`src/rtl/spi_read_cache_pkg.sv`:
```
// Shared constants and state encoding for the SPI read cache.
// Optional stats ports are enabled by SPI_READ_CACHE_STATS_EN.
package spi_read_cache_pkg;

  localparam int ADDR_W_DEF = 13;
  localparam int IDX_W_DEF  = 4;
  localparam int BUS_W      = 8;

  typedef enum logic [1:0] {
    IDLE = 2'd0,
    MEM  = 2'd1,
    RESP = 2'd2
  } state_e;

endpackage

```
`src/rtl/spi_read_cache_array.sv`:
```
// Direct-mapped valid/tag/data storage for the SPI read cache.
// Combinational lookup, synchronous install, flush clears valid bits.
module spi_read_cache_array
  import spi_read_cache_pkg::*;
#(
  parameter int ADDR_W = ADDR_W_DEF,
  parameter int IDX_W  = IDX_W_DEF
) (
  input  logic              clk,
  input  logic              resetn,
  input  logic              flush,
  input  logic [ADDR_W-1:0] lk_addr,
  output logic              lk_hit,
  output logic [BUS_W-1:0]  lk_data,
  input  logic              ins_en,
  input  logic [ADDR_W-1:0] ins_addr,
  input  logic [BUS_W-1:0]  ins_data
);

  localparam int TAG_W = ADDR_W - IDX_W;
  localparam int LINES = 1 << IDX_W;

  logic [LINES-1:0] valid_q, valid_d;
  logic [TAG_W-1:0] tag_q  [LINES];
  logic [BUS_W-1:0] data_q [LINES];

  logic [IDX_W-1:0] lk_idx, ins_idx;

  assign lk_idx  = lk_addr[IDX_W-1:0];
  assign ins_idx = ins_addr[IDX_W-1:0];

  assign lk_hit  = valid_q[lk_idx] &&
                   (tag_q[lk_idx] == lk_addr[ADDR_W-1:IDX_W]);
  assign lk_data = data_q[lk_idx];

  // Flush wins over a same-edge install.
  always_comb begin
    valid_d = valid_q;
    if (ins_en) valid_d[ins_idx] = 1'b1;
    if (flush)  valid_d = '0;
  end

  always_ff @(posedge clk or negedge resetn) begin
    if (!resetn) valid_q <= '0;
    else         valid_q <= valid_d;
  end

  always_ff @(posedge clk) begin
    if (ins_en) begin
      tag_q[ins_idx]  <= ins_addr[ADDR_W-1:IDX_W];
      data_q[ins_idx] <= ins_data;
    end
  end

endmodule

```
`src/rtl/spi_read_cache.sv`:
```
// Write-through, write-allocate byte cache in front of the SPI memory.
// Define SPI_READ_CACHE_STATS_EN for hit_count/miss_count outputs.
module spi_read_cache
  import spi_read_cache_pkg::*;
#(
  parameter int ADDR_W = ADDR_W_DEF,
  parameter int IDX_W  = IDX_W_DEF
) (
  input  logic              clk,
  input  logic              resetn,
  input  logic              flush,
  input  logic [ADDR_W-1:0] cpu_addr,
  input  logic [BUS_W-1:0]  cpu_wdata,
  input  logic              cpu_write,
  input  logic              cpu_valid,
  output logic [BUS_W-1:0]  cpu_rdata,
  output logic              cpu_ready,
`ifdef SPI_READ_CACHE_STATS_EN
  output logic [15:0]       hit_count,
  output logic [15:0]       miss_count,
`endif
  output logic [ADDR_W-1:0] mem_addr,
  output logic [BUS_W-1:0]  mem_wdata,
  output logic              mem_write,
  output logic              mem_valid,
  input  logic [BUS_W-1:0]  mem_rdata,
  input  logic              mem_ready
);

  state_e              state_q, state_d;
  logic                cpu_ready_q, cpu_ready_d;
  logic [BUS_W-1:0]    cpu_rdata_q, cpu_rdata_d;
  logic                mem_valid_q, mem_valid_d;
  logic                mem_write_q, mem_write_d;
  logic [ADDR_W-1:0]   mem_addr_q, mem_addr_d;
  logic [BUS_W-1:0]    mem_wdata_q, mem_wdata_d;

  logic                lk_hit;
  logic [BUS_W-1:0]    lk_data;
  logic                ins_en;
  logic [BUS_W-1:0]    ins_data;

  assign ins_en   = (state_q == MEM) && mem_ready;
  assign ins_data = mem_write_q ? mem_wdata_q : mem_rdata;

  spi_read_cache_array #(
    .ADDR_W (ADDR_W),
    .IDX_W  (IDX_W)
  ) u_array (
    .clk      (clk),
    .resetn   (resetn),
    .flush    (flush),
    .lk_addr  (cpu_addr),
    .lk_hit   (lk_hit),
    .lk_data  (lk_data),
    .ins_en   (ins_en),
    .ins_addr (mem_addr_q),
    .ins_data (ins_data)
  );

  always_comb begin
    state_d     = state_q;
    cpu_ready_d = cpu_ready_q;
    cpu_rdata_d = cpu_rdata_q;
    mem_valid_d = mem_valid_q;
    mem_write_d = mem_write_q;
    mem_addr_d  = mem_addr_q;
    mem_wdata_d = mem_wdata_q;
    unique case (state_q)
      IDLE: begin
        if (cpu_valid) begin
          mem_addr_d  = cpu_addr;
          mem_wdata_d = cpu_wdata;
          mem_write_d = cpu_write;
          if (!cpu_write && lk_hit) begin
            cpu_rdata_d = lk_data;
            cpu_ready_d = 1'b1;
            state_d     = RESP;
          end else begin
            mem_valid_d = 1'b1;
            state_d     = MEM;
          end
        end
      end
      MEM: begin
        if (mem_ready) begin
          mem_valid_d = 1'b0;
          cpu_rdata_d = mem_write_q ? '0 : mem_rdata;
          cpu_ready_d = 1'b1;
          state_d     = RESP;
        end
      end
      RESP: begin
        cpu_ready_d = 1'b0;
        state_d     = IDLE;
      end
      default: begin
        cpu_ready_d = 1'b0;
        mem_valid_d = 1'b0;
        state_d     = IDLE;
      end
    endcase
  end

  always_ff @(posedge clk or negedge resetn) begin
    if (!resetn) begin
      state_q     <= IDLE;
      cpu_ready_q <= 1'b0;
      cpu_rdata_q <= '0;
      mem_valid_q <= 1'b0;
      mem_write_q <= 1'b0;
      mem_addr_q  <= '0;
      mem_wdata_q <= '0;
    end else begin
      state_q     <= state_d;
      cpu_ready_q <= cpu_ready_d;
      cpu_rdata_q <= cpu_rdata_d;
      mem_valid_q <= mem_valid_d;
      mem_write_q <= mem_write_d;
      mem_addr_q  <= mem_addr_d;
      mem_wdata_q <= mem_wdata_d;
    end
  end

  assign cpu_ready = cpu_ready_q;
  assign cpu_rdata = cpu_rdata_q;
  assign mem_valid = mem_valid_q;
  assign mem_write = mem_write_q;
  assign mem_addr  = mem_addr_q;
  assign mem_wdata = mem_wdata_q;

`ifdef SPI_READ_CACHE_STATS_EN
  logic [15:0] hit_q, hit_d;
  logic [15:0] miss_q, miss_d;
  logic        rd_acc;

  assign rd_acc = (state_q == IDLE) && cpu_valid && !cpu_write;

  always_comb begin
    hit_d  = hit_q;
    miss_d = miss_q;
    if (flush) begin
      hit_d  = '0;
      miss_d = '0;
    end else if (rd_acc && lk_hit) begin
      hit_d = (hit_q == 16'hFFFF) ? hit_q : hit_q + 16'd1;
    end else if (rd_acc) begin
      miss_d = (miss_q == 16'hFFFF) ? miss_q : miss_q + 16'd1;
    end
  end

  always_ff @(posedge clk or negedge resetn) begin
    if (!resetn) begin
      hit_q  <= '0;
      miss_q <= '0;
    end else begin
      hit_q  <= hit_d;
      miss_q <= miss_d;
    end
  end

  assign hit_count  = hit_q;
  assign miss_count = miss_q;
`endif

endmodule

```
`config.mk`:
```
export PLATFORM = sky130hd
export DESIGN_NAME = spi_read_cache
export DESIGN_NICKNAME = d
export VERILOG_FILES = /design/src/rtl/spi_read_cache_pkg.sv /design/src/rtl/spi_read_cache_array.sv /design/src/rtl/spi_read_cache.sv
export SDC_FILE = /design/constraint.sdc
export NUM_CORES = 1
export LEC_CHECK = 0
export CORE_ASPECT_RATIO = 0.75
export CORE_MARGIN = 10
export CORE_UTILIZATION = 52
export CTS_CLUSTER_SIZE = 40
export DETAILED_ROUTE_END_ITERATION = 10
export PLACE_DENSITY = 0.71
export SLEW_MARGIN = 30
export SYNTH_ARGS = -nofsm -noshare
export SYNTH_HDL_FRONTEND = slang
export SYNTH_SLANG_ARGS = --single-unit
```
`constraint.sdc`:
```
create_clock -name clk -period 7.3 [get_ports clk]
set_clock_uncertainty 0.15 [all_clocks]
set_input_delay 1.46 -clock clk [delete_from_list [all_inputs] [get_ports clk]]
set_output_delay 1.46 -clock clk [all_outputs]
set_load 0.02 [all_outputs]
```
==> insert_results.sql <==
INSERT INTO impl_metrics (metric_group, metric, value, unit) VALUES
('critical_path', 'number_of_cell_instances_on_the_worst_register_to_register_path', '8', ''),
('power', 'finalPower', '4.90', 'mW'),
('global_routing', 'grt_max_degree', '74', ''),
('drt', 'detail-route-antenna-nets', '0', ''),
('drt', 'drt-vias-per-instance', '6.01', ''),
('cts', 'holdBufCountCts', '0', ''),
('critical_path', 'critical_path.startpoint', 'cpu_addr[3]', ''),
('cts', 'cts-buffers-inserted', '30', ''),
('floorplanning', 'initial_core_util', '0.531', ''),
('worst_hold_path', 'worst_hold_path_type', 'flop to flop', ''),
('yosys', 'yosys_register_bits', '322', ''),
('layout', 'design.final.nets', '789', ''),
('critical_path', 'crit_arrival', '4.99', 'ns'),
('drt', 'drt_pass1_iterations', '5', ''),
('timing', 'report.final.slew_viol_count', '0', ''),
('global_routing', 'antenna_found_initial', '0', ''),
('timing', 'layout_worst_path_cycle_share', '0.647', ''),
('yosys', 'synth_nets', '703', ''),
('global_routing', 'globalRouteTotalUtil', '0.186', ''),
('drt', 'route.detailed.drc', '0', ''),
('drt', 'postRouteWirelength', '29.3', 'mm'),
('layout', 'postLayoutCoreUtil', '0.619', ''),
('global_routing', 'leftover_overflow_at_the_end_of_global_routing', '0', ''),
('cts', 'clk_root_buffer_cell', 'clkbuf_16', ''),
('floorplanning', 'rows', '49', ''),
('drt', 'first_iter_violations', '666', ''),
('floorplanning', 'floorplan.die.width', '201', 'um'),
('global_routing', 'grt_pass1_vias', '6937', ''),
('layout', 'finish.cell_count_without_fillers', '1109', ''),
('flow_run', 'max-cap-violations', '0', ''),
('critical_path', 'crit-reg2reg-launch', 'u_array.tag_q[3][2]$_DFFE_PP_', ''),
('placement', 'place_hpwl', '17.4', 'mm'),
('timing', 'finalSetupTns', '0', 'ns'),
('critical_path', 'critPathMaxFanout', '31', ''),
('timing', 'worst_slew_pin_slew', '0.907', 'ns'),
('cts', 'cts_htree_levels', '1', ''),
('floorplanning', 'fp.coreArea', '0.0241', 'mm2'),
('cts', 'clock_tree.buffer_depth', '3', ''),
('timing', 'max_slew_margin', '0.394', ''),
('timing', 'timing.final.hold_violations', '0', ''),
('layout', 'area_growth_syn_to_layout', '16.5', '%'),
('floorplanning', 'die_y', '156', 'um'),
('yosys', 'synth_cells', '668', ''),
('placement', 'place.gp.congestion', '0.819', ''),
('cts', 'clkSinkCount', '322', ''),
('floorplanning', 'die-area', '0.0313', 'mm2'),
('cts', 'tritoncts', 'yes', ''),
('power', 'power.static_leakage', '5.12', 'nW'),
('critical_path', 'setup.worst_path.end_class', 'flop', ''),
('layout', 'antennaDiodeCount', '0', ''),
('layout', 'layout-drive-gt1-share', '0.229', ''),
('yosys', 'yosys_most_used_dff', 'edfxtp_1', ''),
('critical_path', 'critical_path.reg2reg.endpoint', 'cpu_rdata[6]$_DFFE_PN0P_', ''),
('global_routing', 'first_pass_grt_wire_length', '44.2', 'mm'),
('critical_path', 'cp-start-kind', 'input port', ''),
('yosys', 'avgSynthCellArea', '19.2', 'um2'),
('yosys', 'synth_edf_count', '272', ''),
('yosys', 'synthesis.area', '0.0128', 'mm2'),
('power', 'power_density', '328', 'mW/mm2'),
('run_status', 'outcome', 'completed', ''),
('power', 'power.ir.vdd_worst', '0.204', 'mV'),
('critical_path', 'crit_path_kind', 'input port to flop', ''),
('timing', 'period_minus_slack', '4.72', 'ns'),
('critical_path', 'r2r_setup_slack', '4.10', 'ns'),
('cts', 'cts.repair.resized', '0', ''),
('timing', 'grt_setup_unrepaired', 'no', ''),
('cts', 'cts_setup_buffers', '0', ''),
('critical_path', 'data_required_time_of_the_critical_path', '7.57', 'ns'),
('yosys', 'netlist-cell-type-count', '46', ''),
('timing', 'max_clock_freq', '0.212', 'GHz'),
('critical_path', 'timing.critical_path.to', 'cpu_rdata[6]$_DFFE_PN0P_', ''),
('yosys', 'ys_seq_area_frac', '0.736', ''),
('placement', 'place.detailed.instances', '1053', ''),
('drt', 'count_of_vias_placed_by_the_detailed_router', '6660', ''),
('yosys', 'yosysWarnings', '0', ''),
('drt', 'wire_per_inst', '26.5', 'um'),
('floorplanning', 'top_level_ports', '67', ''),
('placement', 'port_buffers', '66', ''),
('cts', 'worst_setup_hold_path_clk_slew', '0.06', 'ns'),
('timing', 'setup_viol_count_final', '0', ''),
('cts', 'worstSkewPairLatency', '0.55', 'ns'),
('yosys', 'synthArstFlopShare', '0.155', '');
-- how the worst min path moves through the flow --
stage	depth (start not counted)	slack [ns]	start	end
global placement	1	0.32	mem_valid$_DFFE_PN0P_	mem_valid$_DFFE_PN0P_
CTS	2	0.35	u_array.valid_q[6]$_DFFE_PN0P_	u_array.valid_q[6]$_DFFE_PN0P_
floorplan	2	0.31	u_array.valid_q[6]$_DFFE_PN0P_	u_array.valid_q[6]$_DFFE_PN0P_
global route	2	0.37	u_array.valid_q[3]$_DFFE_PN0P_	u_array.valid_q[3]$_DFFE_PN0P_
detailed placement	2	0.34	u_array.valid_q[6]$_DFFE_PN0P_	u_array.valid_q[6]$_DFFE_PN0P_
finish	2	0.35	u_array.valid_q[6]$_DFFE_PN0P_	u_array.valid_q[6]$_DFFE_PN0P_
-- sequential cells by signal, summed over array words and instances, names as in the netlist --
name             count
mem_valid            1
mem_write            1
u_array.tag_q      144
u_array.valid_q     16
cpu_rdata            8
u_array.data_q     128
mem_wdata            8
state_q              2
mem_addr            13
cpu_ready            1
-- metal layers --
metal / vias up / global-route usage / part of all wire
met5: - / 0 / 0
met4: 0 / 0.0417 / 0.017
met3: 40 / 0.0392 / 0.073
met2: 280 / 0.298 / 0.49
met1: 3499 / 0.259 / 0.42
li1: 2841 / - / -
-- critical path, cell delays in order --
cell	delay, ns
buf_2	0.68
buf_4	0.41
mux2i_1	0.28
a22oi_1	0.12
a21o_1	0.19
a221oi_1	0.34
nor2_1	0.09
or4_4	0.58
o21ai_4	0.42
mux2_2	0.39
-- report_power, final --
group          leakage, nW  switching, mW  internal [mW]
sequential            3.08          0.190           2.35
combinational         1.55          0.457          0.325
clock                0.487          0.646          0.924
total                 5.12           1.29           3.60
-- cells by family after synthesis --
family,after synthesis,synth area share
compound gates,41,0.0236
xor+xnor,8,0.00548
buf+inv,33,0.0130
flops,322,0.736
mux,132,0.173
simple gates,132,0.0491
-- per-stage QoR --
stage	instance area (um2)	setup slack, ns	hold WS [ns]
after floorplan	12800	3.12	0.308
after global placement	13900	2.05	0.319
after detailed placement	13900	2.08	0.338
after CTS	14900	2.60	0.352
after global routing	14900	2.40	0.373
final	14900	2.58	0.353
-- cells in the mapped netlist, types with 2 or more instances --
library cell  instances  area, um2
o21ai_0              10       50.1
mux2_2               34        383
a21oi_1               3       15.0
mux4_1                9        236
and2_1                2       12.5
edfxtp_1            272       8170
nand3_1               6       30.0
inv_1                 3       11.3
nand4_1               2       12.5
clkbuf_1              9       33.8
buf_4                 6       45.0
buf_1                 4       15.0
nor3_1                4       20.0
buf_2                10       50.1
xor2_1                3       26.3
mux4_2               56       1260
o21a_1                2       15.0
a2111oi_0             2       17.5
nand3b_1              2       15.0
nand2b_1             12       75.1
dfrtp_1              50       1250
nor2b_1               5       31.3
o211a_1               2       20.0
and3_1                3       18.8
and3b_1               2       17.5
nor2_1               50        188
nand2_1              33        124
a221oi_1              2       17.5
a21o_1                3       22.5
a22oi_1              10       75.1
nor3b_1               5       37.5
xnor2_1               5       43.8
mux2i_1              33        330
nor4_1                2       12.5
-- layout by cell type (no fill, tap or decap), types with 4 or more instances in the layout --
master,synthesis,layout
nor2_2,0,10
edfxtp_1,272,272
nor2_1,50,38
mux2_2,34,34
nor3b_1,5,4
clkbuf_16,0,31
dfrtp_1,50,50
xnor2_1,5,5
nand2b_1,12,12
clkdlybuf4s50_1,0,61
mux4_2,56,56
nor2b_1,5,5
clkinv_2,0,5
buf_4,6,18
nand2_1,33,33
mux2i_1,33,33
clkbuf_1,9,9
a22oi_1,10,10
mux4_1,9,9
clkbuf_8,0,4
nand3_1,6,6
o21ai_0,10,10
-- cell type report --
class / instances / area (um2)
well taps: 331 / 414
fillers: 1653 / 9180
multi-input cells: 313 / 3280
repair buffers: 84 / 783
inverters: 3 / 11.3
flip-flops and latches: 322 / 9420
clock buffers: 44 / 865
clock inverters: 12 / 138
(Power assumes the default switching activity.)
